## src/rtl/proc_pkg.sv

```systemverilog
// proc_pkg: opcodes, branch condition codes, flag bit indices and sequencing states
package proc_pkg;
    localparam logic [3:0] OP_ADD = 4'h0, OP_SUB = 4'h1, OP_RED = 4'h2, OP_XOR = 4'h3;
    localparam logic [3:0] OP_SLL = 4'h4, OP_SRA = 4'h5, OP_ROR = 4'h6, OP_PADDSB = 4'h7;
    localparam logic [3:0] OP_LW = 4'h8, OP_SW = 4'h9, OP_LLB = 4'hA, OP_LHB = 4'hB;
    localparam logic [3:0] OP_B = 4'hC, OP_BR = 4'hD, OP_PCS = 4'hE, OP_HLT = 4'hF;

    localparam logic [2:0] CC_NE = 3'd0, CC_EQ = 3'd1, CC_GT = 3'd2, CC_LT = 3'd3;
    localparam logic [2:0] CC_GE = 3'd4, CC_LE = 3'd5, CC_OV = 3'd6, CC_AL = 3'd7;

    localparam int FLG_Z = 0;
    localparam int FLG_V = 1;
    localparam int FLG_N = 2;

    typedef enum logic [1:0] {RUN, DRAIN, HALTED} state_t;

    function automatic logic sets_all_flags(input logic [3:0] op);
        return op == OP_ADD || op == OP_SUB;
    endfunction

    function automatic logic sets_z_flag(input logic [3:0] op);
        return op == OP_XOR || op == OP_SLL || op == OP_SRA || op == OP_ROR;
    endfunction
endpackage

```

## src/rtl/branch_cond.sv

```systemverilog
// branch_cond: evaluates a 3-bit branch condition against the Z/V/N flags
module branch_cond
    import proc_pkg::*;
(
    input  logic [2:0] flags,
    input  logic [2:0] ccc,
    output logic       taken
);
    logic z, v, n;

    assign z = flags[FLG_Z];
    assign v = flags[FLG_V];
    assign n = flags[FLG_N];

    always_comb begin
        taken = 1'b0;
        case (ccc)
            CC_NE: taken = !z;
            CC_EQ: taken = z;
            CC_GT: taken = !z && !n;
            CC_LT: taken = n;
            CC_GE: taken = z || !n;
            CC_LE: taken = n || z;
            CC_OV: taken = v;
            default: taken = 1'b1;
        endcase
    end
endmodule

```

## src/rtl/hazard_ctrl.sv

```systemverilog
// hazard_ctrl: flag register, ID branch resolution, load-use/flag hazard stalls,
// HLT drain sequencing and a saturating stall counter.
module hazard_ctrl
    import proc_pkg::*;
#(
    parameter int CNT_W = 16
) (
    input  logic             clk,
    input  logic             rst_n,
    input  logic             id_valid,
    input  logic [3:0]       id_opcode,
    input  logic [3:0]       id_rs,
    input  logic [3:0]       id_rt,
    input  logic             id_uses_rs,
    input  logic             id_uses_rt,
    input  logic [2:0]       id_ccc,
    input  logic             ex_valid,
    input  logic [3:0]       ex_opcode,
    input  logic [3:0]       ex_rd,
    input  logic [2:0]       ex_flag,
    output logic [2:0]       flags,
    output logic             pc_stall,
    output logic             ifid_stall,
    output logic             idex_bubble,
    output logic             ifid_flush,
    output logic             br_taken,
    output logic             halted,
    output logic [CNT_W-1:0] stall_cnt
);
    state_t     state, next_state;
    logic [1:0] drain_cnt, next_cnt;
    logic       running, id_br, ex_sets, lu, fh, stall, cond, hlt_go;

    assign running = state == RUN;
    assign id_br   = id_valid && (id_opcode == OP_B || id_opcode == OP_BR);
    assign ex_sets = ex_valid && (sets_all_flags(ex_opcode) || sets_z_flag(ex_opcode));

    assign lu = ex_valid && ex_opcode == OP_LW && ex_rd != 4'd0 && id_valid &&
                ((id_uses_rs && id_rs == ex_rd) || (id_uses_rt && id_rt == ex_rd));
    assign fh = id_br && id_ccc != CC_AL && ex_sets;

    assign stall    = running && (lu || fh);
    assign br_taken = running && id_br && !stall && cond;
    assign hlt_go   = running && id_valid && id_opcode == OP_HLT && !stall;
    assign halted   = state == HALTED;

    // Resolution uses the registered flags, never the EX flags in flight.
    branch_cond u_cond (
        .flags (flags),
        .ccc   (id_ccc),
        .taken (cond)
    );

    always_ff @(posedge clk or negedge rst_n) begin
        if (!rst_n) begin
            flags <= '0;
        end else if (ex_valid) begin
            if (sets_all_flags(ex_opcode))
                flags <= ex_flag;
            else if (sets_z_flag(ex_opcode))
                flags[FLG_Z] <= ex_flag[FLG_Z];
        end
    end

    always_ff @(posedge clk or negedge rst_n) begin
        if (!rst_n) begin
            state     <= RUN;
            drain_cnt <= '0;
        end else begin
            state     <= next_state;
            drain_cnt <= next_cnt;
        end
    end

    always_comb begin
        next_state  = state;
        next_cnt    = drain_cnt;
        pc_stall    = stall;
        ifid_stall  = stall;
        idex_bubble = stall;
        ifid_flush  = br_taken;
        case (state)
            RUN: begin
                if (hlt_go) begin
                    pc_stall   = 1'b1;
                    ifid_flush = 1'b1;
                    next_cnt   = 2'd3;
                    next_state = DRAIN;
                end
            end
            DRAIN: begin
                pc_stall   = 1'b1;
                ifid_flush = 1'b1;
                next_cnt   = drain_cnt - 2'd1;
                next_state = drain_cnt == 2'd1 ? HALTED : DRAIN;
            end
            HALTED: begin
                pc_stall   = 1'b1;
                ifid_flush = 1'b1;
            end
            default: next_state = RUN;
        endcase
    end

    always_ff @(posedge clk or negedge rst_n) begin
        if (!rst_n)
            stall_cnt <= '0;
        else if (stall && !(&stall_cnt))
            stall_cnt <= stall_cnt + 1'b1;
    end
endmodule
```

## config.mk

```make
export PLATFORM = sky130hd
export DESIGN_NAME = hazard_ctrl
export DESIGN_NICKNAME = d
export VERILOG_FILES = /design/src/rtl/proc_pkg.sv /design/src/rtl/branch_cond.sv /design/src/rtl/hazard_ctrl.sv
export SDC_FILE = /design/constraint.sdc
export NUM_CORES = 1
export LEC_CHECK = 0
export ABC_AREA = 0
export CAP_MARGIN = 10
export CORE_UTILIZATION = 63
export CTS_BUF_LIST = sky130_fd_sc_hd__clkbuf_8
export DETAILED_ROUTE_END_ITERATION = 8
export DONT_BUFFER_PORTS = 1
export PLACE_DENSITY = 0.76
export SLEW_MARGIN = 20
export SYNTH_ARGS = -nofsm -noshare
export SYNTH_HDL_FRONTEND = slang
export SYNTH_SLANG_ARGS = --single-unit
```

## constraint.sdc

```tcl
create_clock -name clk -period 3.7 [get_ports clk]
set_input_delay 0.74 -clock clk [delete_from_list [all_inputs] [get_ports clk]]
set_output_delay 0.74 -clock clk [all_outputs]
set_load 0.005 [all_outputs]
```

Word-level counts from Yosys, hierarchy flattened

Cells that the tools add are included.

Reductions and logical operators: 45
Bitwise logic cells: 1
Mux-type cells: 12
Add/subtract/negate cells: 2
Equal/unequal tests: 22

Operators by type and width:

| operator                | number |
|---|---|
| $logic_and A1 B1 Y1     | 19 |
| $add A16 B1 Y16 const B | 1 |
| $eq A4 B4 Y1 const B    | 4 |
| $reduce_and A16 Y1      | 1 |
| $eq A4 B3 Y1 const B    | 3 |
| $logic_or A1 B1 Y1      | 10 |
| $eq A3 B3 Y1 const B    | 3 |
| $eq A4 B4 Y1            | 2 |
| $reduce_and A2 Y1       | 4 |
| $pmux W1 S7             | 1 |
| $eq A3 B2 Y1 const B    | 2 |
| $mux W2                 | 3 |
| $pmux W2 S3             | 1 |
| $eq A2 B1 Y1 const B    | 2 |
| $eq A4 B1 Y1 const B    | 1 |
| $eq A4 B2 Y1 const B    | 1 |
| $logic_not A1 Y1        | 4 |
| $logic_not A4 Y1        | 1 |
| $mux W1                 | 4 |
| $pmux W1 S2             | 2 |
| $pmux W2 S2             | 1 |
| $reduce_bool A2 Y1      | 2 |
| $reduce_bool A4 Y1      | 1 |
| $eq A3 B1 Y1 const B    | 1 |
| 8 further kinds         | 8 |

Flip-flop bits (word level): 23
Word-level logic and storage cells: 87
Bits of input ports: 32
Output and inout port bits: 25

Logic depth before layout (Yosys ltp)

Gate-level depths: netlist (run 1).

Depth in word-level cells: 14
Mapped depth: 7
Gate-level depth less buffers: 7

Hierarchy

Synthesis (run 1) repeated with hierarchy kept, for this count alone.

Cells, all modules: 154
Area, all modules: 1,531.5 sq um

Modules (own cells, without submodules):

| module      | sequential area each (sq um) | times used | area an instance (sq um) | cells an instance |
|---|---|---|---|---|
| hazard_ctrl | 575.6                        | 1          | 1,463.9                  | 146 |
| branch_cond | 0.0                          | 1          | 67.6                     | 8 |

Worst setup path before layout (run 1)

Ideal clock, no wire load.

Path type: input port to output port
From: input ex_opcode[1]
To: output ifid_flush
Path buffers: 2
Cell stages on the path: 7
Required time: 2,960 ps
Slack: 784 ps
Arrival: 2,176 ps
Cell sequence: nor4b_2 o41ai_1 or3_1 buf_2 buf_2 a311oi_1 o32ai_1

Longest elaborated chain between the ends: 14
Elaborated cells between the ends (all ways): 26
Classes of those cells: 6 x eq/ne; 2 x mux; 18 x reduce/logical

Ends and longest elaborated chain:

| item                                                | line                                 | source |
|---|---|---|
| start, declared                                     | hazard_ctrl.sv:18                    | `input logic [3:0] ex_opcode,` |
| $eq A4 B2 Y1 / $eq A4 B3 Y1 (equally long branches) | proc_pkg.sv:22                       | `return op == OP_XOR \|\| op == OP_SLL \|\| op == OP_SRA \|\| op == OP_ROR;` |
| $logic_or A1 B1 Y1 (3 in a row)                     | proc_pkg.sv:22                       |  |
| $logic_or A1 B1 Y1                                  | hazard_ctrl.sv:36                    | `assign ex_sets = ex_valid && (sets_all_flags(ex_opcode) \|\| sets_z_flag(ex_opcode));` |
| $logic_and A1 B1 Y1                                 | hazard_ctrl.sv:36                    |  |
| $logic_and A1 B1 Y1                                 | hazard_ctrl.sv:40                    | `assign fh = id_br && id_ccc != CC_AL && ex_sets;` |
| $logic_or A1 B1 Y1 (*)                              | hazard_ctrl.sv:42                    | `assign stall = running && (lu \|\| fh);` |
| $logic_and A1 B1 Y1 (*)                             | hazard_ctrl.sv:42                    |  |
| $logic_not A1 Y1 (*)                                | hazard_ctrl.sv:43, hazard_ctrl.sv:44 |  |
| $logic_and A1 B1 Y1 (2 in a row)                    | hazard_ctrl.sv:43                    | `assign br_taken = running && id_br && !stall && cond;` |
| $mux W1                                             | hazard_ctrl.sv:84                    | `if (hlt_go) begin` |
| $pmux W1 S2 (*)                                     | hazard_ctrl.sv:82                    | `case (state)` |
| end, declared                                       | hazard_ctrl.sv:25                    | `output logic ifid_flush,` |

Every way passes the cells marked *; elsewhere a longest branch is shown, timed or not.

Worst setup path after layout (run 1)

From: input ex_opcode[1]
To: output pc_stall

Longest elaborated chain between the ends: 13
Elaborated cells between the ends (all ways): 24
Classes of those cells: 6 x eq/ne; 2 x mux; 16 x reduce/logical

Ends and longest elaborated chain:

| item                                                | line              | source |
|---|---|---|
| $eq A4 B2 Y1 / $eq A4 B3 Y1 (equally long branches) | proc_pkg.sv:22    |  |
| $logic_or A1 B1 Y1 (3 in a row)                     | proc_pkg.sv:22    |  |
| $logic_or A1 B1 Y1                                  | hazard_ctrl.sv:36 |  |
| $logic_and A1 B1 Y1                                 | hazard_ctrl.sv:36 |  |
| $logic_and A1 B1 Y1                                 | hazard_ctrl.sv:40 |  |
| $logic_or A1 B1 Y1 (*)                              | hazard_ctrl.sv:42 |  |
| $logic_and A1 B1 Y1 (*)                             | hazard_ctrl.sv:42 |  |
| net idex_bubble                                     | hazard_ctrl.sv:24 | `output logic idex_bubble,` |
| $logic_not A1 Y1                                    | hazard_ctrl.sv:44 | `assign hlt_go = running && id_valid && id_opcode == OP_HLT && !stall;` |
| $logic_and A1 B1 Y1                                 | hazard_ctrl.sv:44 |  |
| $mux W1                                             | hazard_ctrl.sv:84 |  |
| $pmux W1 S2 (*)                                     | hazard_ctrl.sv:82 |  |
| end, declared                                       | hazard_ctrl.sv:22 | `output logic pc_stall,` |

Mark *: on every way through the listed nets, which the timed path passes. The rest lies on a longest branch.

==> reports/results.md, run 1 <==
| Item | Value |
|---|---|
| Outcome | finished clean |
| Final setup violating endpoints | 0 |
| Antenna violations before repair | 0 |
| Clock-pin slew on the worst setup and hold paths | 80 ps |
| Fraction of final layout cells with drive strength greater than 1 | 11.45% |
| Crit path capture | pc_stall |
| Post-synth EDFFs | 0 |
| Root Driver | sky130_fd_sc_hd__clkbuf_8 |
| Number of flip-flops and latches in the synthesized netlist | 23 |
| Via density | 6.806 |
| Inserted Clock Buffers | 3 |
| Horizontal die dimension | 53.05 um |
| Max Cap Violations | 0 |
| R2R setup slack | 1520 ps |
| CTS-repair resized insts | 0 |
| Placer congestion estimate | 0.9709 |
| FILL cells | 213 |
| Routed Antenna Nets | 0 |
| Endpoint type of the worst setup path | output pin |
| Class of the most critical setup path | in2out |
| Sequential-to-total area share from yosys stat | 35.06% |
| Net count of the finished layout | 205 |
| Warnings from Yosys | 0 |
| Post-synthesis to final-layout area growth | 4.116% |
| Post-synth cell types | 45 |
| Endpoint arrival time on the critical path | 2140 ps |
| Maximum buffer depth of the clock tree | 2 |
| Unrepaired setup endpoints after global routing | false |
| Global-route wire length before repair | 5575 um |
| Syn Area/Cell | 9.949 sq um |
| Maximum vdd ir drop | 0.0003662 V |
| Post-route clock skew | 2.129 ps |
| Total congestion overflow | 0 |
| Top cell type by total area after synthesis | sky130_fd_sc_hd__dfrtp_1 |
| Largest incremental delay on the critical path | 420 ps |
| Reg2Reg Capture Point | stall_cnt[1] |
| Reg2Reg Depth | 6 |
| Leak | 0.7150 nW |
| Drt first-iter violations | 47 |
| Dominant synthesized flop cell | sky130_fd_sc_hd__dfrtp_1 |
| Area of the mapped netlist | 0.001642 sq mm |
| Utilization after layout | 68.99% |
| Cells along the critical path | nor4b_2 > o41ai_1 > or3_1 > a21oi_1 > o21bai_1 |
| CTS hold repair buffers | 0 |
| Average wire per standard cell | 18.85 um |
| CTS HTree Levels | 1 |
| Number of post-CTS setup repair buffers | 0 |
| Placed wire-length estimate after detailed placement | 2809 um |
| Number of global-route vias before repair | 1245 |
| Post-Synthesis Net Count | 203 |
| Gate count of the mapped netlist | 165 |
| Worst slew pin tran | 699.7 ps |
| Final count of hold timing violations | 0 |
| Fin. max-slew vios | 0 |
| Final Cycle Share | 77.81% |
| Final setup margin | 821.1 ps |
| Relative slew margins | 53.18% |
| Global-route usage over all layers | 28.72% |
| Number of DRC violations after detailed routing | 0 |
| Worst Hold Class | in2async |
| Share of synthesized registers carrying an async set or reset | 100.0% |
| Floorplan die area | 0.002814 sq mm |
| CP startpoint kind | input pin |
| Power density cells | 431.6 mW/mm^2 |
| Max frequency | 347.4 MHz |
| Number of input and output port buffers inserted | 0 |
| Beginning of the worst register-to-register path | state[0] |
| Top library cells by usage in the layout, fill and taps aside | sky130_fd_sc_hd__dfrtp_1, sky130_fd_sc_hd__xor2_1, sky130_fd_sc_hd__xnor2_1 |
| Worst Setup Slack post-DPL | 825.5 ps |
| Worst Hold Slack | 157.4 ps |
| CP Max Fanout | 5 |
| Post-synth top area share | 35.06% |
| Sinks on the clock net | 23 |
| Antenna diode instance count | 0 |
| Post-Route WL | 3695 um |
| Most frequent standard cell in the layout excluding fill and tap cells | sky130_fd_sc_hd__dfrtp_1 |
| Area contributors post-synth | sky130_fd_sc_hd__dfrtp_1, sky130_fd_sc_hd__xor2_1, sky130_fd_sc_hd__xnor2_1 |
| Worst setup startpoint | ex_opcode[1] |
| Later-pin clock latency in the skew report | 270 ps |
| Final critical path time including I/O delays and setup | 2879 ps |
| Height of the chip | 53.05 um |
| Initial cell density of the core | 66.26% |
| Slowest cell on the critical path | sky130_fd_sc_hd__a21oi_1 |
| Largest net degree at the start of global routing | 24 |
| Core box area | 0.002477 sq mm |
| TritonCTS clock tree | built |
| Number of detailed-routing iterations run before antenna repair | 4 |
| Via count of the routed design | 1334 |
| Data required time of the critical path | 2960 ps |
| Total negative setup slack | 0 ps |
| Top Ports | 57 |
| Number of standard-cell rows in the floorplan | 18 |
==> cells in the mapped netlist, types with 2 or more instances <==
cell type and instances:
sky130_fd_sc_hd__mux2_2 2, sky130_fd_sc_hd__nand4_1 4, sky130_fd_sc_hd__dfrtp_1 23, sky130_fd_sc_hd__xnor2_1 11, sky130_fd_sc_hd__nor3_1 3, sky130_fd_sc_hd__ha_1 6, sky130_fd_sc_hd__buf_2 3, sky130_fd_sc_hd__and3_1 4
sky130_fd_sc_hd__o21ai_0 4, sky130_fd_sc_hd__mux2_1 2, sky130_fd_sc_hd__a21oi_1 9, sky130_fd_sc_hd__nand3_1 10, sky130_fd_sc_hd__and4_1 3, sky130_fd_sc_hd__inv_1 9, sky130_fd_sc_hd__nand2b_1 4, sky130_fd_sc_hd__a211oi_1 3
sky130_fd_sc_hd__nand2_1 10, sky130_fd_sc_hd__mux2i_1 2, sky130_fd_sc_hd__xor2_1 12, sky130_fd_sc_hd__o2111ai_1 3, sky130_fd_sc_hd__a211oi_2 4, sky130_fd_sc_hd__nor2_1 5, sky130_fd_sc_hd__a31oi_1 2, sky130_fd_sc_hd__a2bb2oi_1 2
sky130_fd_sc_hd__a2111oi_2 5
==> worst max-delay path, delay by kind of cell <==
| family | cells | cell delay (ps) |
|---|---|---|
| and+or+nand+nor | 2 | 630 |
| AOI/OAI and AO/OA | 3 | 770 |
==> how the worst min path moves through the flow <==
stage	slack [ps]	cells after the start	endpoint
floorplan	440	0	drain_cnt[0]
global placement	440	0	state[0]
detailed placement	440	0	state[0]
CTS	150	0	state[0]
global route	140	0	state[1]
finish	160	0	state[0]
==> registers in the layout, indices dropped and copies added, names as in the netlist <==
| register | cells |
|---|---|
| drain_cnt | 2 |
| stall_cnt | 16 |
| state | 2 |
| flags | 3 |
==> power by group <==
group          internal, mW  switching, mW
Combinational         0.124          0.142
Clock                0.0742         0.0777
Sequential            0.287         0.0336
==> cell families (layout without fill, tap and decap cells) <==
group | count (synthesis) | in the layout | synth area share, %
fa+ha+maj | 6 | 6 | 4.573
simple gates | 49 | 49 | 16.77
xor+xnor | 23 | 23 | 12.27
flops | 23 | 23 | 35.06
compound gates | 43 | 43 | 23.02
mux | 6 | 6 | 3.963
buf+inv | 15 | 16 | 4.344
==> stage by stage <==
| step | total power [mW] | cell area (sq um) | cells |
|---|---|---|---|
| 3_5_place_dp | 0.5886 | 1664 | 192 |
| 5_1_grt | 0.7913 | 1709 | 196 |
| 4_1_cts | 0.7441 | 1709 | 196 |
| 3_3_place_gp | 0.5792 | 1664 | 192 |
| 6_report | 0.7377 | 1709 | 196 |
| 2_1_floorplan | 0.5396 | 1642 | 165 |
==> cell type report <==
cell class / count / area, sq um / share of cell area (%)
sequential: 23 / 575.6 / 33.67
multi-input combinational: 127 / 994.7 / 58.20
timing repair buffer: 3 / 22.52 / 1.318
tap: 30 / 37.54 / 2.196
clock inverter: 1 / 3.754 / 0.2196
inverter: 9 / 33.78 / 1.977
clock buffer: 3 / 41.29 / 2.416
==> routing by layer <==
layer	wire length [um]	vias up	GRT usage, %
met2	1914	71	52.11
met4	65	0	13.60
met5	0	-	0
met3	306	7	8.621
met1	1408	636	29.74
li1	-	620	-
(Power assumes the default switching activity.)
==> run 2: changes to the inputs <==
- CORE_UTILIZATION: 63 -> 59
- PLACE_DENSITY: 0.76 -> 0.75
- clock period: 3.7 -> 2.5 ns (I/O delays scaled with it)
==> run 2 against run 1 <==
Net effect: sequential power rose by 49%; register-to-register slack got worse by 1100 ps; setup slack worse by 680 ps; sequential cell count did not move; combinational power up 61%; power rose by 53%; largest cell class unchanged; global-route usage fell by 2.5 points; sequential share of layout area decreased by 0.93 points; largest power group unchanged; via count up 0.15%; core utilization rose by 0.086 points.
==> reports/results.md, run 2 (synthesized netlist as in run 1, its figures left out) <==
| Item | Value |
|---|---|
| Final setup violating endpoints | 0 |
| Slowest cell on the critical path | sky130_fd_sc_hd__dfrtp_1 |
| Via count of the routed design | 1336 |
| Later-pin clock latency in the skew report | 260 ps |
| Data required time of the critical path | 2000 ps |
| Post-synthesis to final-layout area growth | 7.089% |
| Endpoint type of the worst setup path | output pin |
| Final Cycle Share | 94.52% |
| Worst Hold Class | in2async |
| Largest registers | stall_cnt (16), flags (3) |
| Root Driver | sky130_fd_sc_hd__clkbuf_8 |
| Sinks on the clock net | 23 |
| Placer congestion estimate | 0.9029 |
| Antenna violations before repair | 0 |
| Max Cap Violations | 0 |
| Floorplan die area | 0.002997 sq mm |
| Maximum buffer depth of the clock tree | 2 |
| Largest incremental delay on the critical path | 420 ps |
| Total congestion overflow | 0 |
| Net count of the finished layout | 208 |
| Relative slew margins | 67.42% |
| Fin. max-slew vios | 0 |
| Unrepaired setup endpoints after global routing | false |
| Cells along the critical path | inv_1 > ha_2 > and4_1 > and3_1 > a311oi_1 > o32ai_1 |
| Fraction of final layout cells with drive strength greater than 1 | 15.38% |
| Post-Route WL | 3590 um |
| Class of the most critical setup path | reg2out |
| Global-route usage over all layers | 26.25% |
| Endpoint arrival time on the critical path | 1860 ps |
| Number of detailed-routing iterations run before antenna repair | 4 |
| Largest net degree at the start of global routing | 24 |
| Most frequent standard cell in the layout excluding fill and tap cells | sky130_fd_sc_hd__dfrtp_1 |
| CTS HTree Levels | 1 |
| Worst slew pin tran | 488.7 ps |
| Horizontal die dimension | 54.75 um |
| Drt first-iter violations | 16 |
| FILL cells | 209 |
| Max frequency | 423.2 MHz |
| Largest register FFs | 16 |
| Number of global-route vias before repair | 1298 |
| Power density cells | 642.3 mW/mm^2 |
| Core box area | 0.002545 sq mm |
| Final count of hold timing violations | 0 |
| Global-route wire length before repair | 5444 um |
| Sequential cell area | 575.6 sq um |
| CP startpoint kind | register |
| Top Ports | 57 |
| Outcome | finished clean |
| Placed wire-length estimate after detailed placement | 2808 um |
| Inserted Clock Buffers | 3 |
| Height of the chip | 54.75 um |
| Average wire per standard cell | 18.04 um |
| Clock-pin slew on the worst setup and hold paths | 80 ps |
| Initial cell density of the core | 64.50% |
| Number of standard-cell rows in the floorplan | 18 |
| Total negative setup slack | 0 ps |
| Biggest register | stall_cnt |
| Final critical path time including I/O delays and setup | 2363 ps |
| TritonCTS clock tree | built |
| Maximum vdd ir drop | 0.0006392 V |
| Number of input and output port buffers inserted | 0 |
| Leak | 0.7322 nW |
| Number of DRC violations after detailed routing | 0 |
| Routed Antenna Nets | 0 |
| Post-route clock skew | 5.276 ps |
| Area of the multi-input gates | 0.001010 sq mm |
| Via density | 6.714 |
| CP Max Fanout | 6 |
| Worst Hold Slack | 185.8 ps |
| Top library cells by usage in the layout, fill and taps aside | sky130_fd_sc_hd__dfrtp_1, sky130_fd_sc_hd__xor2_1, sky130_fd_sc_hd__xnor2_1, sky130_fd_sc_hd__nand2_1, sky130_fd_sc_hd__nand3_1 |
| Antenna diode instance count | 0 |
==> run 2: cell types whose count changed in the layout (fill, tap and decap cells not counted), sizes merged <==
cell	delta
clkinv	+1
buf	+3
inv	-1
==> run 2: worst max-delay path: cells and delay by family (launching register included) <==
kind	cells	cell delay, ps
AOI/OAI and AO/OA	2	430
adders and majority gates	1	230
buffers and inverters	1	100
DFF	1	420
and+or+nand+nor	2	410
==> run 2: what timing repair did <==
item | CTS | global route
setup buffers | 0 | 0
endpoints found under the setup margin | 0 | 2
resized for setup | 0 | 4
endpoints found under the hold margin | 23 | 0
hold buffers | 1 | 0
==> run 2: final cells by class <==
cell class / count / share of cell area (%)
Sequential cell: 23 / 32.74
Clock buffer: 3 / 2.349
Clock inverter: 1 / 0.2847
Multi-Input combinational cell: 127 / 57.44
Tap cell: 30 / 2.135
Timing Repair Buffer: 6 / 3.132
Inverter: 9 / 1.922
==> run 2: where the power goes <==
| part | internal, mW | total [mW] | switching (mW) |
|---|---|---|---|
| combinational | 0.193 | 0.426 | 0.233 |
| clock | 0.111 | 0.226 | 0.114 |
| sequential | 0.424 | 0.477 | 0.0529 |
| total | 0.729 | 1.13 | 0.400 |
==> run 2: metrics by stage <==
step                      setup slack [ps]  power [mW]  util [%]  instance area [sq um]  std cells
after CTS                            10.55       1.130     68.68                   1748        199
after floorplan                      63.98      0.7986         -                   1642        165
after global placement               117.8      0.8617     66.47                   1692        194
final                                137.0       1.129     69.08                   1758        199
after global routing                 35.90       1.213     69.08                   1758        199
after detailed placement             47.32      0.8891     66.47                   1692        194
==> run 2: layer usage <==
metal	vias up	track usage (%)	wire [um]
met2	64	46.39	1790
li1	630	-	-
met4	0	10.26	64
met1	635	30.84	1463
met3	7	5.000	272
met5	-	0	0
==> run 2: worst paths after layout <==
path | startpoint | to | slack, ps | cells after the start
max | state[0] | ifid_flush | 140 | 6
min | rst_n | stall_cnt[8] | 190 | 1
max reg2reg | stall_cnt[7] | stall_cnt[1] | 420 | 5
min reg2reg | stall_cnt[5] | stall_cnt[5] | 530 | 1
max in group asynchronous | rst_n | stall_cnt[12] | 1980 | 1
min in group clk | ex_flag[1] | flags[1] | 380 | 1
